## config.mk

```make
export PLATFORM = sky130hd
export DESIGN_NAME = sdram_port_arbiter_flat
export DESIGN_NICKNAME = d
export VERILOG_FILES = /design/src/rtl/sdram_port_arbiter_if.sv /design/src/rtl/sdram_port_arbiter.sv /design/src/flat_wrapper.sv
export SDC_FILE = /design/constraint.sdc
export NUM_CORES = 1
export LEC_CHECK = 0
export CORE_AREA = 3 3 146 148
export DETAILED_ROUTE_END_ITERATION = 16
export DIE_AREA = 0 0 149 151
export GPL_ROUTABILITY_DRIVEN = 0
export PLACE_DENSITY = 0.52
export REMOVE_ABC_BUFFERS = 1
export SYNTH_ARGS = -nofsm -noshare
export SYNTH_HDL_FRONTEND = slang
export SYNTH_SLANG_ARGS = --single-unit
```

## constraint.sdc

```tcl
create_clock -name clk -period 1.9 [get_ports clk]
set_input_delay 0.285 -clock clk [delete_from_list [all_inputs] [get_ports clk]]
set_output_delay 0.285 -clock clk [all_outputs]
set_load 0.01 [all_outputs]
```

## src/rtl/sdram_port_arbiter_if.sv

```systemverilog
// Bus bundle between the fetch/data requesters, the port arbiter and the SDRAM controller CPU port.
interface sdram_port_arbiter_if;
  logic [22:0] f_addr;
  logic        f_req;
  logic [31:0] f_data;
  logic        f_ready;

  logic [22:0] d_addr;
  logic [15:0] d_wdata;
  logic        d_rd_req;
  logic        d_wr_req;
  logic [15:0] d_rdata;
  logic        d_ready;

  logic [22:0] m_addr;
  logic [15:0] m_wdata;
  logic        m_read_req;
  logic        m_write_req;
  logic        m_instr_mode;
  logic [31:0] m_rdata;
  logic        m_busy;
  logic        m_read_ready;
  logic        m_cack;

  logic        arb_timeout;

  // arbiter side
  modport slave (
    input  f_addr, f_req, d_addr, d_wdata, d_rd_req, d_wr_req,
           m_rdata, m_busy, m_read_ready, m_cack,
    output f_data, f_ready, d_rdata, d_ready,
           m_addr, m_wdata, m_read_req, m_write_req, m_instr_mode, arb_timeout
  );

  // requester / controller environment side
  modport master (
    output f_addr, f_req, d_addr, d_wdata, d_rd_req, d_wr_req,
           m_rdata, m_busy, m_read_ready, m_cack,
    input  f_data, f_ready, d_rdata, d_ready,
           m_addr, m_wdata, m_read_req, m_write_req, m_instr_mode, arb_timeout
  );
endinterface

```

## src/rtl/sdram_port_arbiter.sv

```systemverilog
// Shares the SDRAM controller CPU port between instruction fetch and data access, one transaction at a time.
// Optional macro ARB_RR_EN: strict fetch/data round-robin instead of data priority with a streak limit.
//
// state   | meaning
// IDLE    | arbitrate; no grant while a ready/timeout pulse is out (1-cycle minimum)
// ISSUE   | drive latched request until controller acknowledges
// WAIT_RD | wait for rising edge of m_read_ready, capture result
// WAIT_WR | wait for busy high then low
module sdram_port_arbiter #(
  parameter int MAX_DATA_STREAK = 4,
  parameter int TIMEOUT_CYC     = 1023
) (
  input logic                 clk,
  input logic                 rst_n,
  sdram_port_arbiter_if.slave bus
);

  typedef enum logic [1:0] {S_IDLE, S_ISSUE, S_WAIT_RD, S_WAIT_WR} state_t;
  typedef enum logic [1:0] {K_FETCH, K_DRD, K_DWR} kind_t;

  localparam logic [9:0] TMO_LIMIT = 10'(TIMEOUT_CYC);

  state_t      state_q, state_d;
  kind_t       kind_q, kind_d;
  logic [22:0] addr_q, addr_d;
  logic [15:0] wdata_q, wdata_d;
  logic        instr_q, instr_d;
  logic        rd_req_q, rd_req_d;
  logic        wr_req_q, wr_req_d;
  logic [9:0]  tmo_q, tmo_d;
  logic        rrdy_prev_q, rrdy_prev_d;
  logic        seen_busy_q, seen_busy_d;
  logic [31:0] f_data_q, f_data_d;
  logic        f_ready_q, f_ready_d;
  logic [15:0] d_rdata_q, d_rdata_d;
  logic        d_ready_q, d_ready_d;
  logic        timeout_q, timeout_d;

`ifdef ARB_RR_EN
  logic        data_last_q, data_last_d;
`else
  localparam int SW = $clog2(MAX_DATA_STREAK + 1);
  logic [SW-1:0] streak_q, streak_d;
`endif

  logic        d_pend;
  logic        can_grant;
  logic        fetch_first;
  logic        grant_f;
  logic        grant_d;
  logic [9:0]  tmo_inc;
  logic        tmo_hit;

  always_comb begin
    d_pend    = bus.d_rd_req | bus.d_wr_req;
    can_grant = (state_q == S_IDLE) && !bus.m_busy && !(f_ready_q | d_ready_q | timeout_q);
`ifdef ARB_RR_EN
    fetch_first = bus.f_req && (!d_pend || data_last_q);
`else
    fetch_first = bus.f_req && (!d_pend || (streak_q == SW'(MAX_DATA_STREAK)));
`endif
    grant_f = can_grant && fetch_first;
    grant_d = can_grant && d_pend && !fetch_first;
    tmo_inc = tmo_q + 10'd1;
    tmo_hit = (tmo_inc == TMO_LIMIT);
  end

`ifdef ARB_RR_EN
  always_comb begin
    data_last_d = data_last_q;
    if (grant_d) begin
      data_last_d = 1'b1;
    end else if (grant_f) begin
      data_last_d = 1'b0;
    end
  end
`else
  // streak only counts data grants that actually made a fetch wait
  always_comb begin
    streak_d = streak_q;
    if (grant_d && bus.f_req) begin
      if (streak_q != SW'(MAX_DATA_STREAK)) begin
        streak_d = streak_q + SW'(1);
      end
    end else if (grant_f || ((state_q == S_IDLE) && !bus.f_req)) begin
      streak_d = '0;
    end
  end
`endif

  always_comb begin
    state_d     = state_q;
    kind_d      = kind_q;
    addr_d      = addr_q;
    wdata_d     = wdata_q;
    instr_d     = instr_q;
    rd_req_d    = rd_req_q;
    wr_req_d    = wr_req_q;
    tmo_d       = tmo_q;
    rrdy_prev_d = rrdy_prev_q;
    seen_busy_d = seen_busy_q;
    f_data_d    = f_data_q;
    d_rdata_d   = d_rdata_q;
    f_ready_d   = 1'b0;
    d_ready_d   = 1'b0;
    timeout_d   = 1'b0;

    case (state_q)
      S_IDLE: begin
        if (grant_f) begin
          state_d     = S_ISSUE;
          kind_d      = K_FETCH;
          addr_d      = bus.f_addr;
          instr_d     = 1'b1;
          rd_req_d    = 1'b1;
          tmo_d       = '0;
          rrdy_prev_d = 1'b0;
          seen_busy_d = 1'b0;
        end else if (grant_d) begin
          state_d     = S_ISSUE;
          kind_d      = bus.d_wr_req ? K_DWR : K_DRD;
          addr_d      = bus.d_addr;
          wdata_d     = bus.d_wdata;
          instr_d     = 1'b0;
          rd_req_d    = !bus.d_wr_req;
          wr_req_d    = bus.d_wr_req;
          tmo_d       = '0;
          rrdy_prev_d = 1'b0;
          seen_busy_d = 1'b0;
        end
      end

      S_ISSUE: begin
        tmo_d       = tmo_inc;
        rrdy_prev_d = bus.m_read_ready;
        if (tmo_hit) begin
          state_d   = S_IDLE;
          rd_req_d  = 1'b0;
          wr_req_d  = 1'b0;
          instr_d   = 1'b0;
          timeout_d = 1'b1;
        end else if (bus.m_cack) begin
          rd_req_d = 1'b0;
          wr_req_d = 1'b0;
          state_d  = (kind_q == K_DWR) ? S_WAIT_WR : S_WAIT_RD;
        end
      end

      S_WAIT_RD: begin
        tmo_d       = tmo_inc;
        rrdy_prev_d = bus.m_read_ready;
        if (bus.m_read_ready && !rrdy_prev_q) begin
          state_d = S_IDLE;
          instr_d = 1'b0;
          if (kind_q == K_FETCH) begin
            f_data_d  = bus.m_rdata;
            f_ready_d = 1'b1;
          end else begin
            d_rdata_d = bus.m_rdata[15:0];
            d_ready_d = 1'b1;
          end
        end else if (tmo_hit) begin
          state_d   = S_IDLE;
          instr_d   = 1'b0;
          timeout_d = 1'b1;
        end
      end

      S_WAIT_WR: begin
        tmo_d = tmo_inc;
        if (bus.m_busy) begin
          seen_busy_d = 1'b1;
        end
        if (seen_busy_q && !bus.m_busy) begin
          state_d   = S_IDLE;
          d_ready_d = 1'b1;
        end else if (tmo_hit) begin
          state_d   = S_IDLE;
          timeout_d = 1'b1;
        end
      end

      default: begin
        state_d  = S_IDLE;
        rd_req_d = 1'b0;
        wr_req_d = 1'b0;
        instr_d  = 1'b0;
      end
    endcase
  end

  always_ff @(posedge clk or negedge rst_n) begin
    if (!rst_n) begin
      state_q     <= S_IDLE;
      kind_q      <= K_FETCH;
      addr_q      <= '0;
      wdata_q     <= '0;
      instr_q     <= 1'b0;
      rd_req_q    <= 1'b0;
      wr_req_q    <= 1'b0;
      tmo_q       <= '0;
      rrdy_prev_q <= 1'b0;
      seen_busy_q <= 1'b0;
      f_data_q    <= '0;
      f_ready_q   <= 1'b0;
      d_rdata_q   <= '0;
      d_ready_q   <= 1'b0;
      timeout_q   <= 1'b0;
`ifdef ARB_RR_EN
      data_last_q <= 1'b0;
`else
      streak_q    <= '0;
`endif
    end else begin
      state_q     <= state_d;
      kind_q      <= kind_d;
      addr_q      <= addr_d;
      wdata_q     <= wdata_d;
      instr_q     <= instr_d;
      rd_req_q    <= rd_req_d;
      wr_req_q    <= wr_req_d;
      tmo_q       <= tmo_d;
      rrdy_prev_q <= rrdy_prev_d;
      seen_busy_q <= seen_busy_d;
      f_data_q    <= f_data_d;
      f_ready_q   <= f_ready_d;
      d_rdata_q   <= d_rdata_d;
      d_ready_q   <= d_ready_d;
      timeout_q   <= timeout_d;
`ifdef ARB_RR_EN
      data_last_q <= data_last_d;
`else
      streak_q    <= streak_d;
`endif
    end
  end

  assign bus.f_data       = f_data_q;
  assign bus.f_ready      = f_ready_q;
  assign bus.d_rdata      = d_rdata_q;
  assign bus.d_ready      = d_ready_q;
  assign bus.m_addr       = addr_q;
  assign bus.m_wdata      = wdata_q;
  assign bus.m_read_req   = rd_req_q;
  assign bus.m_write_req  = wr_req_q;
  assign bus.m_instr_mode = instr_q;
  assign bus.arb_timeout  = timeout_q;

endmodule

```

## src/flat_wrapper.sv

```systemverilog
// flat-port wrapper written by rule: the top's interface ports become plain ports
module sdram_port_arbiter_flat 
#(
  parameter int MAX_DATA_STREAK = 4,
  parameter int TIMEOUT_CYC     = 1023
)
  (clk, rst_n, bus_f_addr, bus_f_req, bus_d_addr, bus_d_wdata, bus_d_rd_req, bus_d_wr_req, bus_m_rdata, bus_m_busy, bus_m_read_ready, bus_m_cack, bus_f_data, bus_f_ready, bus_d_rdata, bus_d_ready, bus_m_addr, bus_m_wdata, bus_m_read_req, bus_m_write_req, bus_m_instr_mode, bus_arb_timeout);
  sdram_port_arbiter_if bus_i ();
  input logic clk;
  input logic rst_n;
  input wire logic [$bits(bus_i.f_addr)-1:0] bus_f_addr;
  input wire logic [$bits(bus_i.f_req)-1:0] bus_f_req;
  input wire logic [$bits(bus_i.d_addr)-1:0] bus_d_addr;
  input wire logic [$bits(bus_i.d_wdata)-1:0] bus_d_wdata;
  input wire logic [$bits(bus_i.d_rd_req)-1:0] bus_d_rd_req;
  input wire logic [$bits(bus_i.d_wr_req)-1:0] bus_d_wr_req;
  input wire logic [$bits(bus_i.m_rdata)-1:0] bus_m_rdata;
  input wire logic [$bits(bus_i.m_busy)-1:0] bus_m_busy;
  input wire logic [$bits(bus_i.m_read_ready)-1:0] bus_m_read_ready;
  input wire logic [$bits(bus_i.m_cack)-1:0] bus_m_cack;
  output wire logic [$bits(bus_i.f_data)-1:0] bus_f_data;
  output wire logic [$bits(bus_i.f_ready)-1:0] bus_f_ready;
  output wire logic [$bits(bus_i.d_rdata)-1:0] bus_d_rdata;
  output wire logic [$bits(bus_i.d_ready)-1:0] bus_d_ready;
  output wire logic [$bits(bus_i.m_addr)-1:0] bus_m_addr;
  output wire logic [$bits(bus_i.m_wdata)-1:0] bus_m_wdata;
  output wire logic [$bits(bus_i.m_read_req)-1:0] bus_m_read_req;
  output wire logic [$bits(bus_i.m_write_req)-1:0] bus_m_write_req;
  output wire logic [$bits(bus_i.m_instr_mode)-1:0] bus_m_instr_mode;
  output wire logic [$bits(bus_i.arb_timeout)-1:0] bus_arb_timeout;
  assign bus_i.f_addr = bus_f_addr;
  assign bus_i.f_req = bus_f_req;
  assign bus_i.d_addr = bus_d_addr;
  assign bus_i.d_wdata = bus_d_wdata;
  assign bus_i.d_rd_req = bus_d_rd_req;
  assign bus_i.d_wr_req = bus_d_wr_req;
  assign bus_i.m_rdata = bus_m_rdata;
  assign bus_i.m_busy = bus_m_busy;
  assign bus_i.m_read_ready = bus_m_read_ready;
  assign bus_i.m_cack = bus_m_cack;
  assign bus_f_data = bus_i.f_data;
  assign bus_f_ready = bus_i.f_ready;
  assign bus_d_rdata = bus_i.d_rdata;
  assign bus_d_ready = bus_i.d_ready;
  assign bus_m_addr = bus_i.m_addr;
  assign bus_m_wdata = bus_i.m_wdata;
  assign bus_m_read_req = bus_i.m_read_req;
  assign bus_m_write_req = bus_i.m_write_req;
  assign bus_m_instr_mode = bus_i.m_instr_mode;
  assign bus_arb_timeout = bus_i.arb_timeout;
  sdram_port_arbiter #(.MAX_DATA_STREAK(MAX_DATA_STREAK), .TIMEOUT_CYC(TIMEOUT_CYC)) u_core (.clk(clk), .rst_n(rst_n), .bus(bus_i));
endmodule
```

==> flow_summary.yaml, run 1 <==
timing:
  max_freq_mhz: 571
  rsz0062_at_grt: "no"
  tightest_slew_ns: 0.431
  min_period_ns: 1.75
  fin_worst_skew_ns: 0.00756
  setup_violations: 0
  layout_setup_ws_ns: 0.149
  slew_violations: 0
  slew_headroom_pct: 71.3
  worst_hold_slack_ns: 0.403
  hold_viol_final: 0
  setup_tns_ns: 0
  fin_crit_sh_pct: 92.1
global_route:
  grt_usage_pct: 12.6
  first_global_vias: 4447
  antenna_found_initial: 0
  grt_pass1_wl_microns: 22700
  gr-total-overflow: 0
  grt_max_degree: 50
yosys:
  synth-edff-count: 0
  ys_warn_count: 0
  syn_inst: 482
  synth.cell_area_sq_um: 4990
  avgSynthCellArea_sq_um: 10.3
  async_flop_share_pct: 100
  ys_seq_area_share_pct: 56.2
  ys_ff_latch: 112
  synth_flop_cell: "dfrtp_1"
  synth_cell_types: 44
detailed_routing:
  dr.pass1.iters: 4
  drt-total-wl_microns: 14300
  drc: 0
  vias: 4245
  vias_per_cell: 4.41
  drt_iter0_markers: 120
  wire_per_inst_microns: 14.8
  drtAntennaViolNets: 0
power_and_ir_drop:
  pwr-share-comb_pct: 46.6
  swShare_pct: 33.9
  internal_power_mw: 7.40
  ir_drop_v: 0.000673
  powerDensity_nw_per_um2: 1440
  clkPwrFrac_pct: 17.2
  seqPwrFrac_pct: 36.2
  switchingPower_mw: 3.80
  p_leak_nw: 3.48
  finalPower_mw: 11.2
floorplan:
  initial_core_util_pct: 24.7
  die_area_sq_um: 22500
  coreArea_sq_um: 20200
  die_w_microns: 149
  ioPinCount: 195
  rows: 52
  die_height_microns: 151
cells_and_area:
  layout_commonest_cell: "clkdlybuf4s50_1"
  num-fill-cells: 2019
  layout_common_cells: "193 x clkdlybuf4s50_1, 115 x nand2_1, 112 x dfrtp_1, 36 x nor2_1, 32 x mux2_2"
  drive_above_1_share_pct: 12.4
  area_growth_pct: 55.8
  nNetsFinal: 798
  finalInstanceArea_sq_um: 7770
  antenna_cells: 0
critical_path:
  cp.required_ns: 2.15
  startpoint_type: "flop"
  critical_path_class: "reg2reg"
  worstPathMaxFanout: 7
  cp-end-kind: "flop"
  crit_arrival_ns: 2.00
outcome:
  status: "finished, final reports clean"
clock_network:
  clock_sinks: 112
  clkTransAtPathRegs_ns: 0.08
  cts.htree.levels: 3
  cts_buffers: 9
  postCtsSetupBuffers: 0
  root_buffer: "clkbuf_16"
  cts_tree: "yes"
  cts_buffer_depth: 2
  insertion_delay_ns: 0.35
hold_path:
  hold_class: "in2async"
run:
  cap_violations: 0
placed_design:
  place_hpwl_microns: 10400
  dp_slack_ns: -0.155
  placed_area_sq_um: 7410
  numPortBuffers: 194
[cell type report]
cell class | count | area (sq um) | share of cell area [%]
clock inverter | 6 | 68.8 | 0.886
multi-input combinational | 331 | 2040 | 26.3
sequential | 112 | 2800 | 36.1
timing repair buffer | 221 | 2240 | 28.8
tap | 270 | 338 | 4.35
inverter | 13 | 48.8 | 0.628
clock buffer | 10 | 229 | 2.95
[cell usage after synthesis (all sizes together) (2+ instances only)]
cell type	n	share of area (%)
a21oi	30	3.1
a22o	2	0.35
a22oi	3	0.55
a31oi	5	0.63
a32oi	2	0.35
and2	2	0.25
and3	4	0.50
buf	12	1.5
clkbuf	14	1.1
dfrtp	112	56
ha	8	2.0
inv	13	0.98
mux2	33	7.5
mux2i	24	4.8
nand2	115	8.7
nand2b	5	0.63
nand3	7	0.70
nor2	36	2.7
nor2b	2	0.25
nor3	4	0.50
o2111ai	2	0.35
o211ai	2	0.30
o21ai	24	2.4
o31ai	8	1.2
or3	2	0.25
[worst max-delay path, stage by stage, from the launching register on]
cell     delay (ns)
dfrtp_1        0.45
and3_1         0.25
and3_1         0.23
a32oi_1        0.22
nor3_2         0.07
buf_4          0.16
o31ai_1        0.26
[flip-flops by register name (all words and copies together), names as in the netlist, 2 cells and up]
name                cells
u_core.tmo_q           10
u_core.bus.m_wdata     16
u_core.streak_q         3
u_core.bus.d_rdata     16
u_core.state_q          2
u_core.kind_q           2
u_core.bus.f_data      32
u_core.bus.m_addr      23
[kinds of logic (layout without fill, tap and decap cells)]
group | Yosys count | count (layout) | synth area share [%]
AND/OR/NAND/NOR | 181 | 181 | 15.3
flip-flops | 112 | 112 | 56.2
AO/OA/AOI/OAI | 84 | 84 | 10.4
multiplexers | 57 | 57 | 12.3
buffers and inverters | 39 | 250 | 3.56
adder cells (fa/ha/maj) | 8 | 8 | 2.01
XOR/XNOR | 1 | 1 | 0.176
[routing by layer]
| layer | track usage [%] | routed length (microns) |
|---|---|---|
| met2 | 22.0 | 7290 |
| met1 | 15.1 | 6030 |
| met5 | 0 | 0 |
| met4 | 4.26 | 227 |
| met3 | 3.11 | 701 |
[stage by stage]
step	util, %	cells
after detailed placement	36.8	945
after CTS	38.3	962
after floorplan	-	456
after global routing	38.5	963
final	38.5	963
after global placement	36.8	945
[worst paths after layout]
kind                                                        start                             endpoint  slack [ns]  cells after the start
worst min register to register  u_core.bus.f_data[25]$_DFFE_PN0P_    u_core.bus.f_data[25]$_DFFE_PN0P_        0.47                      2
worst min-delay path                                        rst_n   u_core.bus.d_rdata[13]$_DFFE_PN0P_        0.40                      2
worst max register to register        u_core.tmo_q[4]$_DFFE_PN0P_  u_core.bus.m_instr_mode$_DFFE_PN0P_        0.15                      6
max in group asynchronous                                   rst_n    u_core.bus.m_addr[20]$_DFFE_PN0P_        0.87                      3
worst max-delay path                  u_core.tmo_q[4]$_DFFE_PN0P_  u_core.bus.m_instr_mode$_DFFE_PN0P_        0.15                      6
min in group clk                                  bus_m_rdata[31]    u_core.bus.f_data[31]$_DFFE_PN0P_        0.46                      3
[power by group through the flow]
stage,clock [mW],combinational (mW),sequential [mW]
2_1_floorplan,0,2.01,4.43
4_1_cts,2.04,5.26,4.06
5_1_grt,2.12,5.71,4.20
3_5_place_dp,0,5.25,4.09
6_report,1.93,5.22,4.05
3_3_place_gp,0,5.14,4.07
[repair_timing]
action | 4_1_cts | 5_1_grt
resized for setup | 0 | 6
setup endpoints to repair | 0 | 58
hold buffers | 1 | 0
endpoints found under the hold margin | 27 | 0
No activity file was read; power rests on OpenSTA's default activity.
==> inputs of run 2 (changes only) <==
--- a/config.mk
+++ b/config.mk
@@ -5,6 +5,7 @@
 export SDC_FILE = /design/constraint.sdc
 export NUM_CORES = 1
 export LEC_CHECK = 0
+export ABC_CLOCK_PERIOD_IN_PS = 1900
 export CORE_AREA = 3 3 146 148
 export DETAILED_ROUTE_END_ITERATION = 16
 export DIE_AREA = 0 0 149 151
==> results of run 2 <==
Final layout, timing and power as in run 1 (identical DEF).
